File: config.mk
export PLATFORM = sky130hd
export DESIGN_NAME = key_event_detector
export DESIGN_NICKNAME = d
export VERILOG_FILES = /design/src/rtl/key_pkg.sv /design/src/rtl/key_channel.sv /design/src/rtl/key_event_detector.sv
export SDC_FILE = /design/constraint.sdc
export NUM_CORES = 1
export LEC_CHECK = 0
export BUFFER_PORTS_ARGS = -buffer_cell sky130_fd_sc_hd__buf_4
export CORE_MARGIN = 5
export CORE_UTILIZATION = 25
export CTS_CLUSTER_DIAMETER = 100
export DETAILED_ROUTE_END_ITERATION = 6
export GPL_ROUTABILITY_DRIVEN = 0
export RECOVER_POWER = 25
export SLEW_MARGIN = 25
export SYNTH_ARGS = -nofsm -noshare
export SYNTH_HDL_FRONTEND = slang
export SYNTH_SLANG_ARGS = --single-unit
File: constraint.sdc
create_clock -name clk -period 10.2 [get_ports clk]
set_clock_uncertainty 0.1 [all_clocks]
set_input_delay 3.06 -clock clk [delete_from_list [all_inputs] [get_ports clk]]
set_output_delay 3.06 -clock clk [all_outputs]
set_load 0.005 [all_outputs]
File: src/rtl/key_pkg.sv
// key_pkg -- shared definitions for the key event detector.
//   key_state_e     : per-channel classification FSM state
//   STATE_W         : width of key_state_e, used to flatten state vectors
//   DEF_*           : default timing constants for a 100 Hz tick
//   max_int()       : elaboration-time helper for counter sizing
package key_pkg;

    typedef enum logic [2:0] {
        ST_IDLE      = 3'd0,
        ST_PRESSED   = 3'd1,
        ST_LONG_HELD = 3'd2,
        ST_WAIT_GAP  = 3'd3,
        ST_SECOND    = 3'd4
    } key_state_e;

    localparam int STATE_W = $bits(key_state_e);

    localparam int TICK_HZ              = 100;
    localparam int DEF_DEBOUNCE_TICKS   = 2;
    localparam int DEF_LONG_TICKS       = 3 * TICK_HZ;            // 3 s
    localparam int DEF_DOUBLE_GAP_TICKS = (300 * TICK_HZ) / 1000; // 300 ms

    function automatic int max_int(input int a, input int b);
        return (a > b) ? a : b;
    endfunction

endpackage

File: src/rtl/key_channel.sv
// key_channel -- one key: synchroniser, debouncer and press classifier.
// Ports:
//   clk, reset    : clock, asynchronous active-high reset
//   tick          : one-clk timing strobe; all durations count ticks
//   key_raw       : raw asynchronous key level, 1 = pressed
//   key_level     : debounced level
//   short_pulse   : one-clk pulse, short press
//   long_pulse    : one-clk pulse, hold reached LONG_TICKS
//   double_pulse  : one-clk pulse, double press
//   held          : high while in ST_LONG_HELD
//   state         : classification FSM state (debug visibility)
module key_channel
    import key_pkg::*;
#(
    parameter int DEBOUNCE_TICKS   = DEF_DEBOUNCE_TICKS,
    parameter int LONG_TICKS       = DEF_LONG_TICKS,
    parameter int DOUBLE_GAP_TICKS = DEF_DOUBLE_GAP_TICKS,
    parameter int DOUBLE_EN        = 1
) (
    input  logic       clk,
    input  logic       reset,
    input  logic       tick,
    input  logic       key_raw,
    output logic       key_level,
    output logic       short_pulse,
    output logic       long_pulse,
    output logic       double_pulse,
    output logic       held,
    output key_state_e state
);

    localparam int CNT_W = $clog2(max_int(LONG_TICKS, DOUBLE_GAP_TICKS) + 1);
    localparam int DB_W  = $clog2(DEBOUNCE_TICKS + 1);

    function automatic logic [CNT_W-1:0] sat_inc(input logic [CNT_W-1:0] v);
        return (&v) ? v : v + CNT_W'(1);
    endfunction

    logic [1:0]       sync_q;
    logic [DB_W-1:0]  db_cnt;
    logic [CNT_W-1:0] hold_cnt;
    logic [CNT_W-1:0] gap_cnt;
    logic             synced;
    logic             db_done;
    logic             db_flip;
    logic             rise;
    logic             fall;

    assign synced  = sync_q[1];
    assign db_done = (db_cnt == DB_W'(DEBOUNCE_TICKS - 1));
    // The debounced edge is seen by the FSM in the same clk that key_level
    // flips; that clk always carries a tick, which the edge then consumes.
    assign db_flip = tick && (synced != key_level) && db_done;
    assign rise    = db_flip && !key_level;
    assign fall    = db_flip && key_level;

    always_ff @(posedge clk or posedge reset) begin
        if (reset) begin
            sync_q    <= '0;
            db_cnt    <= '0;
            key_level <= 1'b0;
        end else begin
            sync_q <= {sync_q[0], key_raw};
            if (synced == key_level) begin
                db_cnt <= '0;
            end else if (tick) begin
                if (db_done) begin
                    key_level <= ~key_level;
                    db_cnt    <= '0;
                end else begin
                    db_cnt <= db_cnt + DB_W'(1);
                end
            end
        end
    end

    always_ff @(posedge clk or posedge reset) begin
        if (reset) begin
            state        <= ST_IDLE;
            hold_cnt     <= '0;
            gap_cnt      <= '0;
            short_pulse  <= 1'b0;
            long_pulse   <= 1'b0;
            double_pulse <= 1'b0;
            held         <= 1'b0;
        end else begin
            short_pulse  <= 1'b0;
            long_pulse   <= 1'b0;
            double_pulse <= 1'b0;
            case (state)
                ST_IDLE: begin
                    if (rise) begin
                        hold_cnt <= '0;
                        state    <= ST_PRESSED;
                    end
                end
                ST_PRESSED, ST_SECOND: begin
                    if (fall) begin
                        if (state == ST_SECOND) begin
                            double_pulse <= 1'b1;
                            state        <= ST_IDLE;
                        end else if (DOUBLE_EN != 0) begin
                            gap_cnt <= '0;
                            state   <= ST_WAIT_GAP;
                        end else begin
                            short_pulse <= 1'b1;
                            state       <= ST_IDLE;
                        end
                    end else if (tick) begin
                        hold_cnt <= sat_inc(hold_cnt);
                        // A long hold in the second press drops the first press.
                        if (hold_cnt == CNT_W'(LONG_TICKS - 1)) begin
                            long_pulse <= 1'b1;
                            held       <= 1'b1;
                            state      <= ST_LONG_HELD;
                        end
                    end
                end
                ST_LONG_HELD: begin
                    if (fall) begin
                        held  <= 1'b0;
                        state <= ST_IDLE;
                    end
                end
                ST_WAIT_GAP: begin
                    if (rise) begin
                        hold_cnt <= '0;
                        state    <= ST_SECOND;
                    end else if (tick) begin
                        gap_cnt <= sat_inc(gap_cnt);
                        if (gap_cnt == CNT_W'(DOUBLE_GAP_TICKS - 1)) begin
                            short_pulse <= 1'b1;
                            state       <= ST_IDLE;
                        end
                    end
                end
                default: begin
                    held  <= 1'b0;
                    state <= ST_IDLE;
                end
            endcase
        end
    end

endmodule

File: src/rtl/key_event_detector.sv
// key_event_detector -- NUM_KEYS independent key channels.
// Ports:
//   clk, reset    : clock, asynchronous active-high reset
//   tick          : 100 Hz one-clk strobe
//   key_raw       : raw key levels, 1 = pressed
//   key_level     : debounced levels
//   short_pulse / long_pulse / double_pulse : one-clk event pulses
//   held          : high while a channel is in a long hold
//   fsm_state     : per-channel FSM state, channel i at [i*STATE_W +: STATE_W]
module key_event_detector
    import key_pkg::*;
#(
    parameter int NUM_KEYS         = 4,
    parameter int DEBOUNCE_TICKS   = DEF_DEBOUNCE_TICKS,
    parameter int LONG_TICKS       = DEF_LONG_TICKS,
    parameter int DOUBLE_GAP_TICKS = DEF_DOUBLE_GAP_TICKS,
    parameter int DOUBLE_EN        = 1
) (
    input  logic                        clk,
    input  logic                        reset,
    input  logic                        tick,
    input  logic [NUM_KEYS-1:0]         key_raw,
    output logic [NUM_KEYS-1:0]         key_level,
    output logic [NUM_KEYS-1:0]         short_pulse,
    output logic [NUM_KEYS-1:0]         long_pulse,
    output logic [NUM_KEYS-1:0]         double_pulse,
    output logic [NUM_KEYS-1:0]         held,
    output logic [NUM_KEYS*STATE_W-1:0] fsm_state
);

    if (NUM_KEYS < 1 || DEBOUNCE_TICKS == 0 || LONG_TICKS == 0 ||
        DOUBLE_GAP_TICKS == 0) begin : g_bad_params
        $error("key_event_detector: NUM_KEYS must be >= 1 and all tick counts non-zero");
    end

    for (genvar i = 0; i < NUM_KEYS; i++) begin : g_ch
        key_state_e ch_state;

        key_channel #(
            .DEBOUNCE_TICKS  (DEBOUNCE_TICKS),
            .LONG_TICKS      (LONG_TICKS),
            .DOUBLE_GAP_TICKS(DOUBLE_GAP_TICKS),
            .DOUBLE_EN       (DOUBLE_EN)
        ) u_ch (
            .clk         (clk),
            .reset       (reset),
            .tick        (tick),
            .key_raw     (key_raw[i]),
            .key_level   (key_level[i]),
            .short_pulse (short_pulse[i]),
            .long_pulse  (long_pulse[i]),
            .double_pulse(double_pulse[i]),
            .held        (held[i]),
            .state       (ch_state)
        );

        assign fsm_state[i*STATE_W +: STATE_W] = ch_state;
    end

endmodule
==> results of run 1 <==
[critical path: cells and delay by family]
family | cells | cell delay (ns)
buffers and inverters | 4 | 3.66
[cells in the mapped netlist (13+ instances only)]
cell type  count
a21oi_1       20
and3_1        35
buf_4         22
dfrtp_1      120
ha_1          20
inv_1         21
nand2_1       77
nand2b_1      24
nand3_1       30
nor2_1        49
nor2b_1       16
nor3_1        13
o21ai_0       82
o31ai_1       17
[per-layer routing]
metal  wire, um  vias up  track usage
met5          0        -            0
met2       6970       67        0.158
met1       7320     2626        0.135
met3        490       12       0.0279
met4        153        0       0.0274
li1           -     2653            -
[power groups by stage]
stage	sequential, mW	combinational [mW]	clock (mW)
detailed placement	0.725	0.477	0
finish	0.721	0.473	0.623
global route	0.742	0.541	0.662
global placement	0.725	0.465	0
floorplan	0.667	0.394	0
CTS	0.719	0.479	0.642
[logic make-up after synthesis]
| kind of cell | count (synthesis) |
|---|---|
| AO/OA/AOI/OAI | 188 |
| AND/OR/NAND/NOR | 314 |
| multiplexers | 7 |
| adder cells (fa/ha/maj) | 20 |
| buffers and inverters | 64 |
| XOR/XNOR | 10 |
| flip-flops | 120 |
[layout make-up]
cell class | count | area [um^2]
Clock buffer | 18 | 439
Clock inverter | 14 | 174
Fill cell | 2740 | 18900
Inverter | 21 | 80.1
Multi-Input combinational cell | 539 | 3370
Tap cell | 341 | 427
Antenna cell | 1 | 2.50
Timing Repair Buffer | 41 | 297
Sequential cell | 120 | 3000
[flip-flops by register name, indices dropped and copies added (netlist names)]
| name | flops |
|---|---|
| g_ch.u_ch.hold_cnt | 36 |
| g_ch.u_ch.double_pulse | 4 |
| g_ch.u_ch.short_pulse | 4 |
| g_ch.u_ch.db_cnt | 8 |
| g_ch.u_ch.sync_q | 8 |
| g_ch.u_ch.key_level | 4 |
| g_ch.u_ch.held | 4 |
| g_ch.u_ch.long_pulse | 4 |
| g_ch.u_ch.state | 12 |
| g_ch.u_ch.gap_cnt | 36 |
[layout by cell type (no fill, tap or decap), drive strengths merged, types with 4 or more instances in the layout]
master,instances
nand2,78
nor2b,16
ha,20
o21ai,82
clkinvlp,5
o31ai,17
nor3,14
inv,21
o311a,4
xnor2,7
clkbuf,25
dfrtp,120
o22a,4
nor3b,5
or4,4
a22o,6
and3,36
mux2,5
a31oi,9
clkinv,6
nand3b,11
a211oi,7
nand2b,24
and2,9
a21oi,20
o21bai,7
nor2,49
nand3,30
nand4b,4
nor4b,7
buf,34
[worst paths after layout]
check                                      endpoint  slack, ns  depth (start not counted)
min                          g_ch[0].u_ch.sync_q[1]       0.25                          0
max reg2reg                g_ch[0].u_ch.hold_cnt[2]       7.16                         10
min reg2reg                  g_ch[0].u_ch.sync_q[1]       0.25                          0
min in group asynchronous    g_ch[0].u_ch.sync_q[1]       2.64                          2
max in group clk            g_ch[2].u_ch.gap_cnt[3]       4.15                          6
max                        g_ch[1].u_ch.hold_cnt[8]       3.81                          4
==> reports/qor.csv, run 1 <==
metric;value;unit
Post-Route WL;14900;um
hold slack;0.252;ns
post-synthesis register bit count;120;
clock tree buffer depth;2;
Power Total;1.82;mW
Critical R2R Launch;g_ch[0].u_ch.hold_cnt[0];
Slowest-stage cell, CP;clkbuf_1;
final HPWL from detailed placement;9940;um
max-slew violation count;106;
share of layout cells above drive strength 1;0.116;
die area;0.0302;mm^2
Max-slew headroom;-1.13;
I/O Pins;39;
Final period util;0.626;
first-pass GRT wire length;25500;um
violated checks;capacitance limit, slew limit;
initial antenna violation count;0;
Fin Setup TNS;0;ns
Netlist cell types;72;
CTS tree;yes;
Fmax;0.157;GHz
sequential fraction of the synthesis area;0.448;
Setup CP Type;input port to async pin;
P_sw;639;uW
required time worst endpoint;10.60;ns
Crit path largest cell delay;2.30;ns
critical path peak fanout;59;
Hold Crit Class;register to register;
H-tree Lvls;4;
CP Cell Sequence;clkbuf_4, clkinvlp_2, clkbuf_1, buf_4;
CP startpoint;reset;
Setup-failing EPs final;0;
postcts setup bufs;0;
row count;60;
Compound-Gate Fraction of Synth Area;0.184;
pwr dens;233;mW/mm^2
Yosys top cell by area;dfrtp_1;
vias in the first global route;5040;
final net count;767;
setup ws final;3.81;ns
Synth top area share;0.448;
Comb pwr share;0.260;
multiplexer area fraction after synthesis;0.0114;
Synthesis Warnings;0;
ys async rst share;1.00;
PortBufs;38;
hold buffers post-CTS;0;
largest net degree at the start of global routing;60;
Tot GR Track Use;0.100;
Critical Path AT;6.79;ns
main combinational cell family by area after synthesis;simple AND/OR/NAND/NOR gates;
RSZ-0062 raised after global routing;false;
antenna violation net count after detailed routing;0;
Max-Cap Viols;2;
drt via density;4.89;
Layout area overhead;16.2;%
first-pass iteration count of the detailed router;5;
Resized cells post-CTS;0;
drt wl/cell;13.6;um
total core area;0.0267;mm^2
hold path start;g_ch[0].u_ch.sync_q[0];
ys flop type;dfrtp_1;
CTS sink cnt;120;
Setup WS pre-CTS;4.94;ns
initial core utilization;0.252;
synthesized netlist net count;750;
chip width;174;um
later-pin clock latency in the skew report;0.42;ns
# DRC;0;
grt ovf;0;
Worst setup SP type;input port;
XOR/XNOR share of the synthesized area;0.0131;
Mapped Avg Cell Area;9.28;um^2
Clock Tree Root;clkbuf_16;
LEAKAGE;3.37;nW
endpoints failing hold;0;
clock-pin transition on the worst setup and hold timing paths;0.06;ns
Finished Layout Cells;1095;
most area-consuming cells after synthesis;dfrtp_1 (45%), o21ai_0 (6.1%), nand2_1 (4.3%);
total number of vias;5358;
CTS Buf Count;17;
Synth Area in Adders;0.0373;
Post-Place Cells;1062;
Die Y;174;um
final core occ;0.292;
crit end category;async pin;
VDD IR-drop max;0.113;mV
EDFF count, synth;0;
simple-gate share of the synthesized area;0.257;
Sw Share;0.352;
Post-Syn Area;0.00671;mm^2
DRT iter0 DRCs;410;
Final Cell Area;0.00779;mm^2
Pint;1.18;mW
Worst-Margin Slew;3.19;ns
outcome;finished, violations left;
fin crit period;6.39;ns
clock power share;0.343;
placed inst area;0.00719;mm^2
sequential power share;0.397;
Mapped Cells;723;
No activity file was read; power rests on OpenSTA's default activity.
==> run 2: changes to the inputs <==
==> constraint.sdc (replaced) <==
create_clock -name clk -period 6.7 [get_ports clk]
set_clock_uncertainty 0.1 [all_clocks]
set_input_delay 2.01 -clock clk [delete_from_list [all_inputs] [get_ports clk]]
set_output_delay 2.01 -clock clk [all_outputs]
set_load 0.005 [all_outputs]
==> run 2 against run 1 <==
Net effect: the run still ends with capacitance limit, slew limit left; register-to-register slack got worse by 3.3 ns; setup slack got worse by 1.4 ns; via count barely moved; clock power rose by 33%; sequential power rose by 53%; critical endpoint is now g_ch[2].u_ch.gap_cnt[0].
==> reports/qor.csv, run 2 (same netlist as run 1, synthesis figures left out) <==
metric;value;unit;change
Worst setup endpoint;g_ch[2].u_ch.gap_cnt[0];;
DRT iter0 DRCs;512;;+25%
RSZ-0062 raised after global routing;false;;
Worst-Margin Slew;2.80;ns;-0.386 ns
largest net degree at the start of global routing;62;;+3.3%
# DRC;0;;unchanged
first-pass GRT wire length;25200;um;-1.2%
Tot GR Track Use;0.0987;;-0.00127
critical path peak fanout;61;;+3.4%
Max-slew headroom;-0.879;;+0.247
CP Buf/Inv Count;3;;-1
initial antenna violation count;0;;unchanged
Critical Path AT;4.62;ns;-2.17 ns
Fin Setup TNS;0;ns;unchanged
Slowest-stage cell, CP;clkinvlp_2;;
postcts setup bufs;0;;unchanged
final HPWL from detailed placement;9610;um;-3.3%
Pint;1.67;mW;+42%
chip width;174;um;unchanged
clock tree buffer depth;2;;unchanged
violated checks;capacitance limit, slew limit;;
P_sw;974;uW;+52%
total core area;0.0267;mm^2;unchanged
Comb pwr share;0.271;;+0.011
Clock Tree Root;clkbuf_16;;
Crit path largest cell delay;1.56;ns;-0.74 ns
CTS sink cnt;120;;unchanged
share of layout cells above drive strength 1;0.120;;+0.00414
Reg2Reg Depth;10;;unchanged
CTS Buf Count;17;;unchanged
Critical R2R Launch;g_ch[0].u_ch.gap_cnt[0];;
Die Y;174;um;unchanged
setup ws final;2.44;ns;-1.37 ns
Setup-failing EPs final;0;;unchanged
PortBufs;38;;unchanged
Worst setup SP type;input port;;
n_diodes;0;;-1
clock-pin transition on the worst setup and hold timing paths;0.06;ns;about the same
initial core utilization;0.252;;unchanged
max-slew violation count;62;;-42%
drt wl/cell;13.3;um;-2.6%
hold buffers post-CTS;0;;unchanged
Hold Crit Class;register to register;;
sequential power share;0.416;;+0.019
endpoints failing hold;0;;unchanged
die area;0.0302;mm^2;unchanged
grt ovf;0;;unchanged
Final period util;0.636;;
vias in the first global route;5164;;+2.5%
CP startpoint;reset;;
highest-count cells in the layout ignoring fill and taps;dfrtp_1 (120), o21ai_0 (80), nand2_1 (77);;
first-pass iteration count of the detailed router;4;;-1
commonest non-fill, non-tap cell in the layout;dfrtp_1;;
Layout area overhead;15.1;%;
later-pin clock latency in the skew report;0.42;ns;about the same
VDD IR-drop max;0.180;mV;+59%
drt via density;4.90;;+0.15%
outcome;finished, violations left;;
Resized cells post-CTS;0;;unchanged
Reg-to-Reg End;g_ch[0].u_ch.gap_cnt[3];;
Post-Place Cells;1061;;-0.094%
Power Total;2.64;mW;+45%
Setup WS pre-CTS;2.46;ns;-2.49 ns
I/O Pins;39;;unchanged
clock power share;0.313;;-0.030
CP Depth;3;;-1
CTS tree;yes;;
cell class contributing the biggest share of worst-path delay;buffers and inverters;;
LEAKAGE;3.35;nW;-0.75%
Setup CP Type;input port to async pin;;
crit end category;async pin;;
fin crit period;4.26;ns;
H-tree Lvls;4;;unchanged
Final Cell Area;0.00772;mm^2;-0.96%
Sw Share;0.369;;+0.0169
Max-Cap Viols;1;;-1
total number of vias;5356;;-0.037%
placed inst area;0.00718;mm^2;-0.10%
required time worst endpoint;7.05;ns;-3.55 ns
final net count;766;;-0.13%
pwr dens;342;mW/mm^2;+47%
Finished Layout Cells;1093;;-0.18%
Filler Cells Inserted;2753;;+0.47%
Fmax;0.235;GHz;
CP Cell Sequence;clkbuf_4, clkinvlp_2, buf_4;;
R2R Setup Slk;3.84;ns;-3.32 ns
row count;60;;unchanged
antenna violation net count after detailed routing;0;;unchanged
Post-Route WL;14500;um;-2.8%
Regs by FF count;g_ch.u_ch.gap_cnt x36, g_ch.u_ch.hold_cnt x36, g_ch.u_ch.state x12;;
-- run 2: cell count changes in the layout (fill, tap and decap cells not counted) --
cell       change
a211oi_1       -1
a211oi_2       +1
buf_4          +1
bufinv_16      -3
clkbuf_1       -3
clkbuf_4       +1
clkbuf_8       -1
clkinv_2       +4
clkinv_4       -1
diode_2        -1
inv_8          +1
-- run 2: layer usage --
metal / track usage / vias up / share of wire
met1: 0.130 / 2616 / 0.49
met3: 0.0257 / 13 / 0.030
met2: 0.159 / 65 / 0.47
met5: 0 / - / 0
li1: - / 2662 / -
met4: 0.0310 / 0 / 0.012
-- run 2: power by group through the flow --
stage / combinational, mW / clock [mW] / sequential (mW)
after floorplan: 0.600 / 0 / 1.02
after global placement: 0.706 / 0 / 1.11
after detailed placement: 0.718 / 0 / 1.11
after CTS: 0.722 / 0.855 / 1.10
after global routing: 0.822 / 0.890 / 1.14
final: 0.715 / 0.828 / 1.10
-- run 2: area by class of cell --
cell class / count / area, um^2 / share of cell area
inverters: 21 / 80.1 / 0.0104
well taps: 341 / 427 / 0.0553
clock inverters: 15 / 106 / 0.0138
clock buffers: 17 / 425 / 0.0551
multi-input cells: 539 / 3380 / 0.438
flip-flops and latches: 120 / 3000 / 0.389
repair buffers: 40 / 300 / 0.0389
-- run 2: how the worst min path moves through the flow --
stage                                start                     end  slack (ns)  depth (start not counted)
finish              g_ch[2].u_ch.sync_q[0]  g_ch[2].u_ch.sync_q[1]        0.25                          0
global route        g_ch[2].u_ch.sync_q[0]  g_ch[2].u_ch.sync_q[1]        0.25                          0
CTS                 g_ch[2].u_ch.sync_q[0]  g_ch[2].u_ch.sync_q[1]        0.25                          0
detailed placement  g_ch[2].u_ch.sync_q[0]  g_ch[2].u_ch.sync_q[1]        0.24                          0
global placement    g_ch[2].u_ch.sync_q[0]  g_ch[2].u_ch.sync_q[1]        0.24                          0
floorplan           g_ch[0].u_ch.sync_q[0]  g_ch[0].u_ch.sync_q[1]        0.23                          0
-- run 2: per-stage QoR --
stage / util / hold WS (ns)
floorplan: - / 0.231
detailed placement: 0.269 / 0.239
global placement: 0.269 / 0.236
finish: 0.290 / 0.248
CTS: 0.289 / 0.252
global route: 0.290 / 0.255
